`config.mk`:
```
export PLATFORM = sky130hd
export DESIGN_NAME = instr_fetch
export DESIGN_NICKNAME = d
export VERILOG_FILES = /design/src/rtl/instr_fetch_pkg.sv /design/src/rtl/instr_fetch_buf.sv /design/src/rtl/instr_fetch.sv
export SDC_FILE = /design/constraint.sdc
export NUM_CORES = 1
export LEC_CHECK = 0
export BUFFER_PORTS_ARGS = -buffer_cell sky130_fd_sc_hd__buf_2
export CORE_MARGIN = 2
export CORE_UTILIZATION = 59
export DETAILED_ROUTE_END_ITERATION = 8
export PLACE_DENSITY_LB_ADDON = 0.12
export SYNTH_ARGS = -nofsm -noshare
export SYNTH_HDL_FRONTEND = slang
export SYNTH_HIERARCHICAL = 1
export SYNTH_SLANG_ARGS = --single-unit
```
`constraint.sdc`:
```
create_clock -name i_clk -period 11.6 [get_ports i_clk]
set_clock_uncertainty 0.1 [all_clocks]
set_input_delay 2.32 -clock i_clk [delete_from_list [all_inputs] [get_ports i_clk]]
set_output_delay 2.32 -clock i_clk [all_outputs]
set_load 0.01 [all_outputs]
```
`src/rtl/instr_fetch_pkg.sv`:
```
// Shared constants and state encoding for the instruction fetch unit.
package instr_fetch_pkg;

    localparam int INSTR_BYTES    = 4;
    localparam int DEF_DATA_WIDTH = 32;
    localparam int DEF_ADDR_WIDTH = 32;

    localparam logic [31:0] BREAK_WORD = 32'h0000_000D;

    typedef enum logic {
        RUN  = 1'b0,
        HALT = 1'b1
    } fetch_state_t;

endpackage

```
`src/rtl/instr_fetch_buf.sv`:
```
// Two-entry in-order prefetch FIFO carrying {pc, instr}; flush overrides push/pop.
module fetch_buf
    import instr_fetch_pkg::*;
#(
    parameter int DATA_WIDTH = DEF_DATA_WIDTH,
    parameter int ADDR_WIDTH = DEF_ADDR_WIDTH
) (
    input  logic                  clk,
    input  logic                  rst_n,
    input  logic                  flush,
    input  logic                  push,
    input  logic                  pop,
    input  logic [ADDR_WIDTH-1:0] push_pc,
    input  logic [DATA_WIDTH-1:0] push_instr,
    output logic [1:0]            count,
    output logic [ADDR_WIDTH-1:0] head_pc,
    output logic [DATA_WIDTH-1:0] head_instr
);

    logic [ADDR_WIDTH-1:0] slot_pc    [0:1];
    logic [DATA_WIDTH-1:0] slot_instr [0:1];

    always_ff @(posedge clk or negedge rst_n) begin
        if (!rst_n) begin
            count <= 2'd0;
        end else if (flush) begin
            count <= 2'd0;
        end else begin
            count <= count + {1'b0, push} - {1'b0, pop};
        end
    end

    // Slot 0 is always the head; payload needs no reset since count gates it.
    always_ff @(posedge clk) begin
        if (!flush) begin
            if (pop) begin
                if (count == 2'd2) begin
                    slot_pc[0]    <= slot_pc[1];
                    slot_instr[0] <= slot_instr[1];
                    if (push) begin
                        slot_pc[1]    <= push_pc;
                        slot_instr[1] <= push_instr;
                    end
                end else if (push) begin
                    slot_pc[0]    <= push_pc;
                    slot_instr[0] <= push_instr;
                end
            end else if (push) begin
                if (count == 2'd0) begin
                    slot_pc[0]    <= push_pc;
                    slot_instr[0] <= push_instr;
                end else begin
                    slot_pc[1]    <= push_pc;
                    slot_instr[1] <= push_instr;
                end
            end
        end
    end

    assign head_pc    = slot_pc[0];
    assign head_instr = slot_instr[0];

endmodule

```
`src/rtl/instr_fetch.sv`:
```
// Fetch initiator: PC, ROM addressing, prefetch buffer and redirect control.
// Optional BREAK halt enabled by defining INSTR_FETCH_BREAK_HALT_EN.
module instr_fetch
    import instr_fetch_pkg::*;
#(
    parameter int                    DATA_WIDTH = DEF_DATA_WIDTH,
    parameter int                    ADDR_WIDTH = DEF_ADDR_WIDTH,
    parameter logic [ADDR_WIDTH-1:0] RESET_PC   = '0,
    parameter int                    BUF_DEPTH  = 2
) (
    input  logic                  i_clk,
    input  logic                  i_rst_n,
    output logic [ADDR_WIDTH-1:0] o_rom_addr,
    input  logic [DATA_WIDTH-1:0] i_rom_data,
    output logic                  o_valid,
    input  logic                  i_ready,
    output logic [DATA_WIDTH-1:0] o_instr,
    output logic [ADDR_WIDTH-1:0] o_pc,
    input  logic                  i_redirect,
    input  logic [ADDR_WIDTH-1:0] i_redirect_pc,
    output logic                  o_halted
);

    function automatic logic [ADDR_WIDTH-1:0] word_align(input logic [ADDR_WIDTH-1:0] pc);
        return pc & ~ADDR_WIDTH'(3);
    endfunction

    logic [ADDR_WIDTH-1:0] fetch_pc;
    logic [1:0]            count;
    logic [ADDR_WIDTH-1:0] head_pc;
    logic [DATA_WIDTH-1:0] head_instr;
    logic                  halted;
    logic                  buf_full;
    logic                  pop;
    logic                  push;

    assign buf_full = (count == 2'(BUF_DEPTH));
    assign pop      = o_valid & i_ready;
    assign push     = !i_redirect & !halted & (!buf_full | pop);

    always_ff @(posedge i_clk or negedge i_rst_n) begin
        if (!i_rst_n) begin
            fetch_pc <= word_align(RESET_PC);
        end else if (i_redirect) begin
            fetch_pc <= word_align(i_redirect_pc);
        end else if (push) begin
            fetch_pc <= fetch_pc + ADDR_WIDTH'(INSTR_BYTES);
        end
    end

`ifdef INSTR_FETCH_BREAK_HALT_EN
    fetch_state_t state;
    logic         halted_q;

    // The BREAK word is still pushed; only later pushes are suppressed.
    always_ff @(posedge i_clk or negedge i_rst_n) begin
        if (!i_rst_n) begin
            state    <= RUN;
            halted_q <= 1'b0;
        end else if (i_redirect) begin
            state    <= RUN;
            halted_q <= 1'b0;
        end else if (state == RUN && push && i_rom_data == DATA_WIDTH'(BREAK_WORD)) begin
            state    <= HALT;
            halted_q <= 1'b1;
        end
    end

    assign halted   = (state == HALT);
    assign o_halted = halted_q;
`else
    assign halted   = 1'b0;
    assign o_halted = 1'b0;
`endif

    fetch_buf #(
        .DATA_WIDTH (DATA_WIDTH),
        .ADDR_WIDTH (ADDR_WIDTH)
    ) u_buf (
        .clk        (i_clk),
        .rst_n      (i_rst_n),
        .flush      (i_redirect),
        .push       (push),
        .pop        (pop),
        .push_pc    (fetch_pc),
        .push_instr (i_rom_data),
        .count      (count),
        .head_pc    (head_pc),
        .head_instr (head_instr)
    );

    assign o_rom_addr = {2'b00, fetch_pc[ADDR_WIDTH-1:2]};
    assign o_valid    = (count != 2'd0);
    assign o_instr    = o_valid ? head_instr : '0;
    assign o_pc       = o_valid ? head_pc : '0;

endmodule

```
==> impl_summary.txt, run 1 <==
----------------------------------------------------
[Run status]
  Status ... complete, no violations

[Worst setup path]
  Crit path required time ... around 12 ns
  Crit Path Max Fanout ... 66
  Data arrival time of the critical path ... between 4 and 5 ns
  Worst setup path class ... in2reg
  CP endpoint kind ... flop
  Element type at the critical path start ... input port

[CTS]
  CTS clk-pin slew, worst paths ... 0.06 ns
  Clock tree root driver cell ... sky130_fd_sc_hd__clkbuf_16
  # hold bufs at CTS ... 0
  CTS max path bufs ... 2
  Setup bufs post-CTS ... 0
  CTS buffer count ... 17
  CTS tree ... yes
  Sinks on the clock net ... 160
  Source-to-sink clock delay at the later pin of the worst-skew pair ... 0.42 ns
  Number of H-tree levels ... 4
  Number of gates resized after cts ... 0

[Global routing]
  Overflow after GRT ... 0
  First-pass GRT wire length ... roughly 22000 um
  Via count of the first global-routing pass ... around 4300
  Largest net degree at the start of global routing ... 67
  Total global-route track usage ... 19.8%
  Antenna violations before repair ... 0

[Synthesis]
  Complex-gate fraction of the synthesized area ... roughly 2.1%
  Average cell area after synthesis ... between 10 and 15 um2
  Dominant combinational cell family by area after synthesis ... multiplexers
  Leading register cell type out of synthesis ... sky130_fd_sc_hd__edfxtp_1
  Share of synthesized registers carrying an async set or reset ... around a fifth
  Synth Area in Adders ... 0.485%
  Total of flip-flops plus latches after synthesis ... 160
  Cell types with the highest counts after synthesis ... sky130_fd_sc_hd__edfxtp_1 (128), sky130_fd_sc_hd__and2_1 (70), sky130_fd_sc_hd__buf_4 (67)
  Post-synthesis instance area ... 7730 um2
  Mux contribution to synthesized area ... 12.5%
  Most repeated cell in the gate-level netlist after synthesis ... sky130_fd_sc_hd__edfxtp_1
  Post-synthesis xor/xnor area fraction ... under 10%
  Distinct cells, synth ... 37
  Top-area cell type share of the netlist area ... between 40% and 50%
  Largest cells by area after synthesis ... sky130_fd_sc_hd__edfxtp_1 (50%), sky130_fd_sc_hd__mux2_4 (12%), sky130_fd_sc_hd__dfrtp_1 (10%)
  Simple-gate share of the synthesized area ... 12.2%
  Sequential share of the synthesized area ... between 60 and 70%
  Number of cells produced by synthesis ... ~550
  Total of warnings raised by yosys ... 6
  Number of flops mapped to enable cells by yosys ... about 130
  Leading area contributor after synthesis ... sky130_fd_sc_hd__edfxtp_1

[Placed design]
  Gpl congestion ... 0.852
  DP Wirelength ... between 8000 and 9000 um
  Dpl ws ... 6.27 ns
  Inst Count DP ... approximately 800
  Buffers on Ports ... 160

[Cells and area]
  Core Util, Final ... approximately two thirds
  Fraction of layout instances using a drive strength above 1 ... between 40% and 50%
  # diodes ... 0
  Non-filler cells, final ... 833
  Final Net Count ... 719
  Post-synthesis to final-layout area growth ... 12.0%

[Floorplan]
  Site Rows ... 41
  Core region area ... 12700 um2
  Die Footprint ... 14000 um2
  Die outline height ... approximately 120 um
  # IOs ... roughly 170
  Initial Util ... 60.8%
  Die width ... around 120 um

[Timing]
  Minimum period implied by the final worst setup slack ... 4.83 ns
  Fin worst setup slack ... a little under 7 ns
  Max Fclk ... between 0.2 and 0.25 GHz
  Worst relative slew slack ... between 20% and 30%
  Max-slew violation total from the final report ... 0
  Share of the clock period used by the worst path ... 41.6%
  Actual transition at the worst max-transition pin ... approximately 1.1 ns
  Setup repair after global routing missed its margin ... false
  # setup viols final ... 0
  Final count of hold timing violations ... 0
  Sum of negative setup slack ... 0 ns

[Power]
  P per Cell Area ... approximately 200 nW/um2
  Standby leakage power ... ~3.7 nW
  Peak supply drop ... around 0.11 mV

[Routing]
  Number of iterations in the first detailed-routing pass ... 4
  DR vias ... 4280
  Number of remaining DRC errors ... 0
  Drt first-iter violations ... between 300 and 400
  Routed wire length ... between 10000 and 15000 um
  Antenna-violating nets left ... 0
  Wire per inst ... about 16 um
  Vias per cell ... between 5 and 6

[Hold path]
  Classification of the worst-slack hold path ... reg2reg

[Run]
  Max_cap viols ... 0

----------------------------------------------------
## worst max-delay path: stages
cell and delay (ns):
sky130_fd_sc_hd__buf_2 0.43, sky130_fd_sc_hd__nor2_1 0.35, sky130_fd_sc_hd__o21ai_0 0.21, sky130_fd_sc_hd__a21oi_4 0.89, sky130_fd_sc_hd__buf_4 0.55
## cell type report
type	count	area, um2
sequential	160	4640
fill	943	4060
multi-input combinational	298	2410
timing repair buffer	165	838
clock buffer	19	433
tap	172	215
clock inverter	13	97.6
inverter	6	22.5
## flip-flops by register name, summed over array words and instances, names as in the netlist
| name | cells |
|---|---|
| u_buf/count | 2 |
| fetch_pc | 30 |
| u_buf/slot_pc | 64 |
| u_buf/slot_instr | 64 |
## cells in the final DEF, fill, tap and decap left out, types with 6 or more instances in the layout
cell / Yosys / layout
sky130_fd_sc_hd__mux2_4: 60 / 60
sky130_fd_sc_hd__nand2_1: 35 / 35
sky130_fd_sc_hd__conb_1: 1 / 7
sky130_fd_sc_hd__nor2_1: 7 / 7
sky130_fd_sc_hd__xnor2_1: 7 / 7
sky130_fd_sc_hd__clkinv_2: 0 / 6
sky130_fd_sc_hd__xor2_1: 23 / 23
sky130_fd_sc_hd__and2_1: 70 / 70
sky130_fd_sc_hd__nand4_1: 16 / 16
sky130_fd_sc_hd__o21ai_1: 26 / 26
sky130_fd_sc_hd__buf_2: 1 / 160
sky130_fd_sc_hd__nand3_1: 10 / 10
sky130_fd_sc_hd__edfxtp_1: 128 / 128
sky130_fd_sc_hd__clkbuf_16: 0 / 17
sky130_fd_sc_hd__dfrtp_1: 32 / 32
## through the flow
step / area (um2) / power [mW] / hold WS [ns]
2_1_floorplan: 7760 / 1.15 / 0.423
3_3_place_gp: 8140 / 1.24 / 0.428
3_5_place_dp: 8140 / 1.26 / 0.435
4_1_cts: 8670 / 1.75 / 0.445
5_1_grt: 8670 / 1.82 / 0.458
6_report: 8670 / 1.73 / 0.446
## path summary, 6_finish.rpt
kind / from / endpoint / slack (ns) / cells after the start
hold reg to reg: fetch_pc[23]$_DFFE_PN0P_ / u_buf/slot_pc[0][55]$_DFFE_PP_ / 0.45 / 0
max in group asynchronous: i_rst_n / fetch_pc[12]$_DFFE_PN0P_ / 9.07 / 1
hold / removal: fetch_pc[23]$_DFFE_PN0P_ / u_buf/slot_pc[0][55]$_DFFE_PP_ / 0.45 / 0
min in group asynchronous: i_rst_n / fetch_pc[22]$_DFFE_PN0P_ / 1.86 / 1
setup reg to reg: u_buf/count[0]$_DFF_PN0_ / u_buf/slot_instr[0][7]$_DFFE_PP_ / 7.94 / 5
setup / recovery: i_redirect / u_buf/slot_instr[0][7]$_DFFE_PP_ / 6.77 / 5
## cells by family (layout without fill, tap and decap cells)
logic type / count (synthesis) / in the layout
buffers and inverters: 95 / 203
other: 1 / 7
adders and majority gates: 3 / 3
DFF: 160 / 160
AOI/OAI and AO/OA: 32 / 32
and+or+nand+nor: 160 / 160
muxes: 66 / 66
xor gates and xnor gates: 30 / 30
## where the power goes
part / switching (mW) / leakage, nW / total [mW] / internal [mW]
combinational: 0.252 / 1.88 / 0.457 / 0.205
sequential: 0.0409 / 1.57 / 0.777 / 0.736
clock: 0.209 / 0.253 / 0.499 / 0.290
total: 0.502 / 3.70 / 1.73 / 1.23
## layer usage
layer / up-vias / wire, um / GRT usage [%]
li1: 2057 / - / -
met1: 2053 / 5860 / 26.4
met2: 149 / 6490 / 31.3
met3: 21 / 826 / 5.12
met4: 0 / 244 / 7.96
met5: - / 0 / 0
Note: power is estimated with default switching activity, not from simulation.
==> run 2, diff against run 1 <==
Settings changed: CORE_UTILIZATION 59 to 50.
Clock period 11.6 ns to 4.3 ns, I/O delays scaled along.
==> run 2 against run 1 <==
Setup slack worse by 5.6 ns. Sequential share of layout area is 0.64 points lower. First-iteration DRC count is 13% lower. Sequential power grew to 2.7 times the previous value. Non-clock buffer count is 3 higher. Cell area is 1.2% higher. Critical path type is now reg2out.
==> impl_summary.txt, run 2 (synthesis gave the netlist of run 1 again) <==
----------------------------------------------------
[CTS]
  Number of gates resized after cts ... 0 (unchanged)
  Sinks on the clock net ... 160 (unchanged)
  Clock tree root driver cell ... sky130_fd_sc_hd__clkbuf_16
  # hold bufs at CTS ... 0 (unchanged)
  CTS buffer count ... 17 (unchanged)
  Source-to-sink clock delay at the later pin of the worst-skew pair ... 0.41 ns (about the same)
  Number of H-tree levels ... 4 (unchanged)
  CTS clk-pin slew, worst paths ... 0.06 ns (about the same)
  CTS tree ... yes
  Setup bufs post-CTS ... 0 (unchanged)
  CTS max path bufs ... 2 (unchanged)

[Global routing]
  Total global-route track usage ... 17.6% (-2.2 points)
  Largest net degree at the start of global routing ... 65 (-3.0%)
  First-pass GRT wire length ... 22200 um (+2.5%)
  Overflow after GRT ... 0 (unchanged)
  Via count of the first global-routing pass ... 4253 (-1.6%)
  Antenna violations before repair ... 0 (unchanged)

[Timing]
  Max-slew violation total from the final report ... 0 (unchanged)
  Fin worst setup slack ... 1.22 ns (-5.55 ns)
  Share of the clock period used by the worst path ... a little under three quarters
  Actual transition at the worst max-transition pin ... 1.03 ns (-0.106 ns)
  Final count of hold timing violations ... 0 (unchanged)
  Hold_ws ... 0.413 ns (-0.0326 ns)
  Setup repair after global routing missed its margin ... false
  # setup viols final ... 0 (unchanged)
  Worst relative slew slack ... 31.3% (+6.8 points)
  Sum of negative setup slack ... 0 ns (unchanged)
  Minimum period implied by the final worst setup slack ... slightly above 3 ns
  Max Fclk ... around 0.32 GHz

[Floorplan]
  Die Footprint ... 16500 um2 (+17%)
  Initial Util ... 51.1% (-9.7 points)
  Die width ... 128 um (+8.3%)
  # IOs ... 166 (unchanged)
  Core region area ... 15100 um2 (+19%)
  Site Rows ... 45 (+9.8%)
  Die outline height ... 128 um (+8.3%)

[Cells and area]
  Fraction of layout instances using a drive strength above 1 ... 40.1% (-0.64 points)
  Highest-count cells in the layout ignoring fill and taps ... sky130_fd_sc_hd__buf_2 (160), sky130_fd_sc_hd__edfxtp_1 (128), sky130_fd_sc_hd__and2_1 (70), sky130_fd_sc_hd__mux2_4 (60), sky130_fd_sc_hd__nand2_1 (35)
  Post-synthesis to final-layout area growth ... 13.4%
  Commonest non-fill, non-tap cell in the layout ... sky130_fd_sc_hd__buf_2
  Largest registers ranked by flip-flop count ... u_buf/slot_instr: 64 flops, u_buf/slot_pc: 64 flops, fetch_pc: 30 flops
  # diodes ... 0 (unchanged)
  Fill cell instance count of the final layout ... 1256 (+33%)
  Final Net Count ... 722 (+0.42%)

[Placed design]
  Gpl congestion ... 0.789 (-7.4%)
  Buffers on Ports ... 160 (unchanged)
  Dpl ws ... 1.35 ns (-4.92 ns)
  DP Wirelength ... 9250 um (+4.5%)

[Routing]
  Routed met3 length ... 812 um (-1.7%)
  Number of remaining DRC errors ... 0 (unchanged)
  Number of iterations in the first detailed-routing pass ... 4 (unchanged)
  Wire per inst ... 16.6 um (+3.2%)
  Sum of routed wire segments on met1 ... 6400 um (+9.1%)
  DR vias ... 4307 (+0.63%)
  Antenna-violating nets left ... 0 (unchanged)
  Routed wire length ... 14200 um (+5.5%)
  Drt first-iter violations ... 292 (-13%)
  Top layer used by detailed routing ... met4
  Length of routed met2 wiring ... 6740 um (+3.9%)
  Vias per cell ... 5.06 (-1.6%)

[Worst setup path]
  CP endpoint kind ... primary output
  Crit path required time ... 3.34 ns (-8.23 ns)
  Worst setup path class ... reg2out
  Cell depth of the worst flop-to-flop path ... 6 (+1)
  Crit Path Max Fanout ... 41 (-38%)
  Element type at the critical path start ... flop
  Worst setup slack for register-to-register paths ... 1.53 ns (-6.41 ns)
  Data arrival time of the critical path ... 2.12 ns (-2.68 ns)

[Power]
  Peak supply drop ... 0.286 mV (+150%)
  Total design power ... 4.84 mW (+180%)
  P per Cell Area ... 552 nW/um2 (+180%)
  Standby leakage power ... 3.74 nW (+1.1%)

[Run status]
  Status ... complete, no violations

[Run]
  Max_cap viols ... 0 (unchanged)

[Hold path]
  Classification of the worst-slack hold path ... in2async

----------------------------------------------------
[run 2: cell types whose count changed in the layout (fill, tap and decap cells not counted), moves of 2 or more]
cell	change
sky130_fd_sc_hd__clkbuf_1	+5
sky130_fd_sc_hd__clkinvlp_4	-3
sky130_fd_sc_hd__buf_4	+2
sky130_fd_sc_hd__bufinv_16	+2
sky130_fd_sc_hd__clkinv_2	-6
[run 2: layout make-up]
| type | instances | area (um2) | area share, % |
|---|---|---|---|
| clock inverters | 7 | 109 | 1.24 |
| flip-flops and latches | 160 | 4640 | 53.0 |
| repair buffers | 168 | 873 | 9.96 |
| clock buffers | 25 | 465 | 5.31 |
| well taps | 188 | 235 | 2.68 |
| inverters | 6 | 22.5 | 0.257 |
| multi-input cells | 298 | 2420 | 27.6 |
[run 2: per-stage QoR]
step                      utilization (%)  instance area [um2]  cells
final                                57.9                 8770    852
after global routing                 57.9                 8770    852
after CTS                            57.9                 8770    852
after detailed placement             54.1                 8200    820
after global placement               54.1                 8200    820
after floorplan                         -                 7770    553
[run 2: where the power goes]
part / switching [mW] / internal, mW
clock: 0.557 / 0.924
sequential: 0.115 / 1.99
combinational: 0.693 / 0.565
total: 1.36 / 3.47
[run 2: critical path: stages (launching register included)]
cell                      delay [ns]
sky130_fd_sc_hd__dfrtp_1        0.46
sky130_fd_sc_hd__or2_2          0.46
sky130_fd_sc_hd__buf_4          0.40
sky130_fd_sc_hd__and2_1         0.23
sky130_fd_sc_hd__buf_2          0.15
[run 2: layer usage]
| metal | GRT usage (%) | vias to the layer above |
|---|---|---|
| met5 | 0 | - |
| met4 | 6.85 | 0 |
| met3 | 4.37 | 16 |
| met2 | 28.0 | 127 |
| met1 | 23.6 | 2097 |
| li1 | - | 2067 |
[run 2: final timing paths]
check	from	endpoint
min in group i_clk	u_buf/slot_instr[0][51]$_DFFE_PP_	u_buf/slot_instr[0][19]$_DFFE_PP_
max in group asynchronous	i_rst_n	fetch_pc[12]$_DFFE_PN0P_
setup / recovery	u_buf/count[0]$_DFF_PN0_	o_pc[28]
setup reg to reg	u_buf/count[0]$_DFF_PN0_	u_buf/slot_instr[0][31]$_DFFE_PP_
hold reg to reg	u_buf/slot_instr[0][51]$_DFFE_PP_	u_buf/slot_instr[0][19]$_DFFE_PP_
hold / removal	i_rst_n	fetch_pc[27]$_DFFE_PN0P_
